$ cat src/rtl/hit_scan_scheduler.sv
// Per-frame bullet/enemy collision scan on one shared comparator, bullet-major, one pair per clk25; frame_start to hit_valid
// is at most 2+BULLET_COUNT*ENEMY_COUNT cycles; no backpressure (frame_start while busy is dropped and flagged); SCORE_COUNTER_EN adds score.
module hit_scan_scheduler #(
    parameter int BULLET_COUNT = 8,
    parameter int ENEMY_COUNT  = 8,
    parameter int BULLET_W     = 8,
    parameter int ENEMY_W      = 32
) (
    input  logic                       clk25,
    input  logic                       rst_n,
    input  logic                       frame_start,
    input  logic [10*BULLET_COUNT-1:0] bullet_x_bus,
    input  logic [10*BULLET_COUNT-1:0] bullet_y_bus,
    input  logic [BULLET_COUNT-1:0]    bullet_active,
    input  logic [10*ENEMY_COUNT-1:0]  enemy_x_bus,
    input  logic [10*ENEMY_COUNT-1:0]  enemy_y_bus,
    input  logic [ENEMY_COUNT-1:0]     enemy_alive,
    output logic [BULLET_COUNT-1:0]    bullet_hit,
    output logic [ENEMY_COUNT-1:0]     enemy_hit,
    output logic                       hit_valid,
    output logic                       busy,
`ifdef SCORE_COUNTER_EN
    output logic [15:0]                score,
`endif
    output logic                       overrun
);
    localparam int BIW = (BULLET_COUNT > 1) ? $clog2(BULLET_COUNT) : 1;
    localparam int EIW = (ENEMY_COUNT > 1) ? $clog2(ENEMY_COUNT) : 1;
    localparam logic [BIW-1:0] B_LAST = BIW'(BULLET_COUNT - 1);
    localparam logic [EIW-1:0] E_LAST = EIW'(ENEMY_COUNT - 1);

    typedef enum logic [1:0] {IDLE, SNAP, SCAN, REPORT} state_t;

    state_t                     state_q, state_d;
    logic [BIW-1:0]             b_q, b_d;
    logic [EIW-1:0]             e_q, e_d;
    logic [10*BULLET_COUNT-1:0] bx_sh_q, bx_sh_d, by_sh_q, by_sh_d;
    logic [BULLET_COUNT-1:0]    ba_sh_q, ba_sh_d;
    logic [10*ENEMY_COUNT-1:0]  ex_sh_q, ex_sh_d, ey_sh_q, ey_sh_d;
    logic [ENEMY_COUNT-1:0]     ea_sh_q, ea_sh_d;
    logic [BULLET_COUNT-1:0]    bhit_q, bhit_d;
    logic [ENEMY_COUNT-1:0]     ehit_q, ehit_d;
    logic                       overrun_q, overrun_d;

    logic [10:0] bx, by, ex, ey;
    logic        pair_hit;

    // Positions widened to 11 bits so box edges past 1023 do not wrap.
    always_comb begin
        bx = {1'b0, bx_sh_q[b_q*10 +: 10]};
        by = {1'b0, by_sh_q[b_q*10 +: 10]};
        ex = {1'b0, ex_sh_q[e_q*10 +: 10]};
        ey = {1'b0, ey_sh_q[e_q*10 +: 10]};
        pair_hit = ba_sh_q[b_q] && ea_sh_q[e_q] && !ehit_q[e_q]
                && (bx < ex + 11'(ENEMY_W))  && (bx + 11'(BULLET_W) > ex)
                && (by < ey + 11'(ENEMY_W))  && (by + 11'(BULLET_W) > ey);
    end

    always_comb begin
        state_d   = state_q;
        b_d       = b_q;
        e_d       = e_q;
        bx_sh_d   = bx_sh_q;
        by_sh_d   = by_sh_q;
        ba_sh_d   = ba_sh_q;
        ex_sh_d   = ex_sh_q;
        ey_sh_d   = ey_sh_q;
        ea_sh_d   = ea_sh_q;
        bhit_d    = bhit_q;
        ehit_d    = ehit_q;
        overrun_d = overrun_q || (frame_start && (state_q != IDLE));

        case (state_q)
            IDLE: begin
                if (frame_start) state_d = SNAP;
            end
            SNAP: begin
                bx_sh_d = bullet_x_bus;
                by_sh_d = bullet_y_bus;
                ba_sh_d = bullet_active;
                ex_sh_d = enemy_x_bus;
                ey_sh_d = enemy_y_bus;
                ea_sh_d = enemy_alive;
                bhit_d  = '0;
                ehit_d  = '0;
                b_d     = '0;
                e_d     = '0;
                state_d = SCAN;
            end
            SCAN: begin
                if (pair_hit) begin
                    bhit_d[b_q] = 1'b1;
                    ehit_d[e_q] = 1'b1;
                end
                // A hit retires the bullet early; a miss-only bullet runs the full enemy row.
                if (pair_hit || (e_q == E_LAST)) begin
                    e_d = '0;
                    if (b_q == B_LAST) state_d = REPORT;
                    else               b_d     = b_q + 1'b1;
                end else begin
                    e_d = e_q + 1'b1;
                end
            end
            REPORT: begin
                state_d = IDLE;
            end
            default: state_d = IDLE;
        endcase
    end

    always_ff @(posedge clk25) begin
        if (!rst_n) begin
            state_q   <= IDLE;
            b_q       <= '0;
            e_q       <= '0;
            bx_sh_q   <= '0;
            by_sh_q   <= '0;
            ba_sh_q   <= '0;
            ex_sh_q   <= '0;
            ey_sh_q   <= '0;
            ea_sh_q   <= '0;
            bhit_q    <= '0;
            ehit_q    <= '0;
            overrun_q <= 1'b0;
        end else begin
            state_q   <= state_d;
            b_q       <= b_d;
            e_q       <= e_d;
            bx_sh_q   <= bx_sh_d;
            by_sh_q   <= by_sh_d;
            ba_sh_q   <= ba_sh_d;
            ex_sh_q   <= ex_sh_d;
            ey_sh_q   <= ey_sh_d;
            ea_sh_q   <= ea_sh_d;
            bhit_q    <= bhit_d;
            ehit_q    <= ehit_d;
            overrun_q <= overrun_d;
        end
    end

    assign hit_valid  = (state_q == REPORT);
    assign busy       = (state_q != IDLE);
    assign bullet_hit = hit_valid ? bhit_q : '0;
    assign enemy_hit  = hit_valid ? ehit_q : '0;
    assign overrun    = overrun_q;

`ifdef SCORE_COUNTER_EN
    logic [15:0] score_q, score_d;
    logic [16:0] hit_cnt, score_sum;

    always_comb begin
        hit_cnt = '0;
        for (int j = 0; j < ENEMY_COUNT; j++) hit_cnt = hit_cnt + 17'(ehit_q[j]);
        score_sum = {1'b0, score_q} + hit_cnt;
        score_d   = score_q;
        if (state_q == REPORT) score_d = score_sum[16] ? 16'hFFFF : score_sum[15:0];
    end

    always_ff @(posedge clk25) begin
        if (!rst_n) score_q <= '0;
        else        score_q <= score_d;
    end

    assign score = score_q;
`endif
endmodule

$ cat config.mk
export PLATFORM = sky130hd
export DESIGN_NAME = hit_scan_scheduler
export DESIGN_NICKNAME = d
export VERILOG_FILES = /design/src/rtl/hit_scan_scheduler.sv
export SDC_FILE = /design/constraint.sdc
export NUM_CORES = 1
export LEC_CHECK = 0
export BUFFER_PORTS_ARGS = -buffer_cell sky130_fd_sc_hd__buf_2
export CAP_MARGIN = 20
export CORE_AREA = 2 2 136 271
export CTS_BUF_LIST = sky130_fd_sc_hd__clkbuf_8
export DETAILED_ROUTE_END_ITERATION = 12
export DIE_AREA = 0 0 138 273
export PLACE_DENSITY_LB_ADDON = 0.05
export SYNTH_ARGS = -nofsm -noshare
export SYNTH_HDL_FRONTEND = slang
export SYNTH_SLANG_ARGS = --single-unit
$ cat constraint.sdc
create_clock -name clk25 -period 9 [get_ports clk25]
set_input_delay 0.45 -clock clk25 [delete_from_list [all_inputs] [get_ports clk25]]
set_output_delay 0.45 -clock clk25 [all_outputs]
set_load 0.02 [all_outputs]
==> Yosys cells after proc, flatten, opt, wreduce, memory -nomap -nowiden <==
Cells that the tools add are included.
{ "word_totals": {"reg_bits": 361, "input_bits": 339, "output_inout_bits": 19} }
{ "classes": {"addsub": 6, "n_mul": 2, "order_cmp": 8, "eq_ne": 10, "shift": 4, "n_mux": 25, "bitwise": 2, "reduce_logical": 18} }
{ "op_table": {"columns": ["op", "n"], "rows": [
  ["80-bit by 8-bit variable part select with 10-bit output", 4],
  ["8-bit 2-to-1 mux", 4],
  ["8-bit one-hot mux with 2 select lines", 2],
  ["10-bit by 4-bit adder with 11-bit output, second input constant", 2],
  ["10-bit by 6-bit adder with 11-bit output, second input constant", 2],
  ["11-bit by 10-bit > comparator with 1-bit output", 2],
  ["10-bit by 11-bit less-than comparator with 1-bit output", 2],
  ["8-bit OR", 2],
  ["3-bit by 3-bit multiplier with 6-bit output, second input constant", 2],
  ["3-bit one-hot mux with 2 select lines", 2],
  ["2-bit inequality test, second input constant", 5],
  ["1-bit binary-select mux with 3-bit select", 3],
  ["1-bit logical AND", 9],
  ["3-bit 2-to-1 mux", 3],
  ["3-bit by 4-bit less-than comparator with 1-bit output, second input constant", 2],
  ["2-bit one-hot mux with 4 select lines", 1],
  ["3-bit by 1-bit adder with 3-bit output, second input constant", 2],
  ["1-bit demux with 3-bit select", 2],
  ["3-bit == test, second input constant", 2],
  ["3-bit by 1-bit greater-or-equal comparator with 1-bit output, second input constant", 2],
  ["2-bit 2-to-1 mux", 3],
  ["3-bit AND reduction", 2],
  ["1-bit 2-to-1 mux", 5],
  ["2-bit == test, second input constant", 2],
  ["other kinds (6)", 8]
]} }

==> Logic depth before layout (Yosys ltp) <==
{ "logic_depth": {"word_depth": 11, "mapped_depth": 20} }

==> Worst setup path before layout <==
No wires, ideal clock.
{ "synth_timing": {"path_kind": "register to register", "start": "register e_q[1]", "end": "register e_q[2]", "setup_time_ns": 0.117, "arrival_ns": 4.208, "required_ns": 8.883, "path_slack_ns": 4.675, "stages_incl_launch_ff": 20, "cell_sequence": "dfxtp_1 > buf_6 > buf_8 > buf_2 > buf_2 > buf_1 > buf_2 > buf_1 > a21oi_1 > a221oi_1 > ha_1 > a211oi_1 > nor2_1 > o311ai_0 > a21boi_0 > o32ai_1 > and4_4 > buf_12 > nor2_4 > a32o_1"} }
{ "synth_between": {"elab_chain_len": 11, "elab_cells_between_ends": 25} }
{ "synth_rtl": {"columns": ["element", "line", "source"], "rows": [
  ["start, declared", "36", "logic [EIW-1:0] e_q, e_d;"],
  ["start signal, assigned", "115", "e_q <= '0;"],
  ["start signal, assigned", "128", "e_q <= e_d;"],
  ["3-bit by 3-bit multiplier with 6-bit output / 1-bit binary-select mux with 3-bit select (equally long branches)", "52, 53, 54", null],
  ["80-bit by 8-bit variable part select with 10-bit output / 1-bit 2-to-1 mux (equally long branches)", "52, 54", null],
  ["10-bit by 6-bit adder with 11-bit output, or another cell as far along", "55", "&& (bx < ex + 11'(ENEMY_W)) && (bx + 11'(BULLET_W) > ex)"],
  ["10-bit by 11-bit less-than comparator with 1-bit output / 1-bit logical AND (equally long branches)", "55, 54", null],
  ["1-bit logical AND (2 in a row)", "55", null],
  ["1-bit logical AND (2 in a row)", "56", "&& (by < ey + 11'(ENEMY_W)) && (by + 11'(BULLET_W) > ey);"],
  ["1-bit logical OR", "96", "if (pair_hit || (e_q == E_LAST)) begin"],
  ["3-bit 2-to-1 mux *", "96", null],
  ["3-bit one-hot mux with 2 select lines *", "73", "case (state_q)"]
]} }
Mark *: on every way between the ends. The rest lies on a longest branch, timed or not. The select of a mux whose other input is x is not followed.
A chain may end at the register's enable or synchronous reset.

==> Worst setup path in the final report <==
{ "layout_timing": {"start": "register e_q[1]", "end": "register b_q[1]"} }
{ "layout_between": {"elab_chain_len": 11, "elab_cells_between_ends": 24} }
{ "layout_rtl": {"columns": ["element", "line", "source"], "rows": [
  ["3-bit by 3-bit multiplier with 6-bit output / 1-bit binary-select mux with 3-bit select (equally long branches)", "52, 53, 54", null],
  ["80-bit by 8-bit variable part select with 10-bit output / 1-bit 2-to-1 mux (equally long branches)", "52, 54", null],
  ["10-bit by 6-bit adder with 11-bit output, or another cell as far along", "55", null],
  ["10-bit by 11-bit less-than comparator with 1-bit output / 1-bit logical AND (equally long branches)", "55, 54", null],
  ["1-bit logical AND (2 in a row)", "55", null],
  ["1-bit logical AND (2 in a row)", "56", null],
  ["1-bit logical OR *", "96", null],
  ["2-bit inequality test (no source line) *", null, null],
  ["3-bit AND reduction (no source line) *", null, null],
  ["end signal, assigned", "114", "b_q <= '0;"],
  ["end signal, assigned", "127", "b_q <= b_d;"],
  ["end, declared", "35", "logic [BIW-1:0] b_q, b_d;"]
]} }
Marked as above.

==> run_results.csv <==
group,metric,value,unit
clocking,ctsHoldBuffers,0,
yosys,synth_top_area_cell,"dfxtp_1",
grt,grt_overflow_total,0,
yosys,postSynthAreaPerCell,10.5,µm²
grt,grt_max_degree,225,
pwr,powerDensity,260,nW/µm²
sta,worst_pin_slew,1.02,ns
yosys,syn_area,17600,µm²
placement,place_hpwl,34.5,mm
sta,rsz0062_at_grt,"false",
pwr,power_frac_seq,0.400,
grt,antenna_found_initial,7,
layout,multi_input_area,9770,µm²
critical_path,reg2reg_slack,4.53,ns
worst_hold_path,hp-class,"input port to register",
critical_path,crit_start,"e_q[1]",
layout,fin_nets,2360,
layout,regArea,7240,µm²
floorplan,core,35600,µm²
critical_path,r2r-end,"b_q[1]",
sta,finalMaxSlewViolations,0,
yosys,async_reset_ff_frac,0,
yosys,synthCells,1668,
yosys,synth_top_area_share,0.411,
critical_path,critPathKind,"register to register",
worst_hold_path,hold_path_depth,3,
critical_path,worstPathRequired,9.52,ns
drt,ant_nets,0,
pwr,internal_power,3.58,mW
sta,holdWs,0.105,ns
sta,period_share,0.497,
pwr,leakage,8.26,nW
sta,period_needed,4.47,ns
floorplan,start_util,0.495,
sta,fin_tns_setup,0,ns
layout,mostFrequentLayoutCells,"376 x mux2i_1, 356 x buf_2, 355 x dfxtp_1",
sta,setup_viol,0,
yosys,yosys.cell_types.count,69,
layout,final_common_cell,"mux2i_1",
placement,gp_congestion,0.800,
pwr,vdd_drop_max,163,µV
critical_path,r2r-start,"e_q[1]",
drt,first_iter_violations,567,
clocking,clockBufferDepth,3,
layout,num-fill-cells,3309,
grt,grt_pass1_wl,73.9,mm
drt,wirelength,47.9,mm
critical_path,cp_max_fo,41,
outcome,run_status,"completed",
drt,drc,0,
sta,fin_worst_skew,0.0194,ns
clocking,cts_buffers,54,
drt,routed_via_density,5.27,
yosys,synth_seq_area_share,0.411,
sta,hold_violations,0,
worst_hold_path,hold-path-endpoint,"ey_sh_q[73]",
floorplan,fp.dieW,138,µm
yosys,synth_ff_type,"dfxtp_1",
yosys,ys_warn_count,0,
critical_path,crit_path_start_kind,"register",
clocking,cts_htree_levels,2,
worst_hold_path,hp-start,"enemy_y_bus[73]",
layout,drive_gt1_frac,0.264,
critical_path,cp.arrival,4.99,ns
placement,io_buffer_count,357,
critical_path,crit_path_end_kind,"register",
layout,area_growth,17.5,%
floorplan,fp-row-count,98,
floorplan,io_pins,358,
pwr,pwr-share-clk,0.247,
pwr,netSwitchingPower,1.79,mW
flow_run,cap_violations,0,
sta,slew_headroom,0.320,
drt,via_count,13000,
clocking,cts_resized,0,
grt,track_usage,0.246,
sta,max_freq,224,MHz
pwr,swShare,0.334,
critical_path,rr_worst_depth,15,
grt,grt_pass1_vias,13600,
clocking,root_buffer,"clkbuf_8",
yosys,synth-seq-cells,361,
drt,wl_per_cell,19.4,µm
clocking,clock_sinks,361,
clocking,cts_setup_buffers,0,
yosys,synth_edf_count,0,
clocking,clkTransAtPathRegs,0.07,ns
floorplan,dieHeight,273,µm
pwr,combPwrFrac,0.353,
clocking,tritoncts,"built",
clocking,worstSkewPairLatency,0.60,ns
drt,dr.pass1.iters,4,
yosys,ys_top_cells_by_area,"dfxtp_1 41%, mux2i_1 21%, nor2b_1 12%",
yosys,synthesis.nets,2053,
floorplan,die_area,37700,µm²
[power by group through the flow]
stage | logic (mW) | registers, mW | clock network [mW]
floorplan | 1.52 | 2.10 | 0
global placement | 1.86 | 2.17 | 0
detailed placement | 1.90 | 2.18 | 0
CTS | 1.91 | 2.15 | 1.37
global route | 2.09 | 2.19 | 1.43
finish | 1.90 | 2.15 | 1.32
[through the flow]
stage / power, mW / cells / util / setup slack, ns / instance area, µm²
2_1_floorplan: 3.62 / 1668 / - / 4.67 / 17600
3_3_place_gp: 4.03 / 2367 / 0.550 / 4.57 / 19500
3_5_place_dp: 4.08 / 2368 / 0.550 / 4.51 / 19600
4_1_cts: 5.42 / 2466 / 0.580 / 4.47 / 20600
5_1_grt: 5.71 / 2472 / 0.581 / 4.23 / 20700
6_report: 5.37 / 2472 / 0.581 / 4.53 / 20700
[how the worst max path moves through the flow]
stage                            to  slack, ns  depth (start not counted)
after floorplan              e_q[2]       4.67                         19
after global placement       e_q[2]       4.57                         15
after detailed placement     b_q[1]       4.51                         15
after CTS                    b_q[0]       4.47                         15
after global routing      bhit_q[6]       4.23                         15
final                        b_q[1]       4.53                         15
[worst max-delay path, stage by stage (launching register included)]
cell	delay [ns]
dfxtp_4	0.63
buf_4	0.57
mux2_2	0.40
a221oi_1	0.26
o211ai_1	0.20
ha_1	0.34
inv_1	0.04
ha_1	0.27
o21ai_0	0.07
nor2_1	0.05
o311ai_0	0.34
a21boi_0	0.14
o32ai_1	0.27
and4_4	0.44
o21a_4	0.16
mux2i_1	0.17
[cell type report]
cell class / instances / share of cell area
timing repair buffer: 370 / 0.0935
tap: 450 / 0.0272
sequential: 361 / 0.350
multi-input combinational: 1165 / 0.473
clock buffer: 69 / 0.0459
antenna: 5 / 0.000605
clock inverter: 29 / 0.00575
inverter: 23 / 0.00418
[layer usage]
metal / track usage / up-vias / share of wire
met5: 0 / - / 0.00044
met4: 0.110 / 4 / 0.037
met3: 0.0470 / 92 / 0.048
met2: 0.448 / 321 / 0.52
met1: 0.278 / 6138 / 0.39
li1: - / 6464 / -
[cells in the mapped netlist (6+ instances only)]
master	instances
mux2_2	21
nand3_1	18
mux4_2	40
o21ai_1	12
nand2_1	60
o22ai_1	6
mux2i_1	376
a21oi_1	31
clkbuf_1	57
and2_1	22
nand2b_1	7
a221oi_1	19
nor2_1	24
xor2_1	8
inv_1	21
o21ai_0	13
ha_1	46
xnor2_1	8
nor2b_1	349
dfxtp_1	361
a22oi_1	15
a21o_1	6
buf_1	40
buf_2	16
[cell families (layout without fill, tap and decap cells)]
| kind of cell | Yosys count | count (layout) | synth area share |
|---|---|---|---|
| AOI/OAI and AO/OA | 149 | 149 | 0.0614 |
| xor gates and xnor gates | 16 | 16 | 0.00796 |
| adders and majority gates | 46 | 46 | 0.0327 |
| buffers and inverters | 142 | 491 | 0.0345 |
| DFF | 361 | 361 | 0.411 |
| muxes | 441 | 441 | 0.281 |
| other | 0 | 5 | 0 |
| and+or+nand+nor | 513 | 513 | 0.172 |
[state kept, by name, indices dropped and copies added (netlist names)]
signal   flops
bx_sh_q     80
by_sh_q     80
ex_sh_q     80
ey_sh_q     80
ba_sh_q      8
bhit_q       8
ea_sh_q      8
ehit_q       8
b_q          3
e_q          3
state_q      2
overrun      1
(Power assumes the default switching activity.)
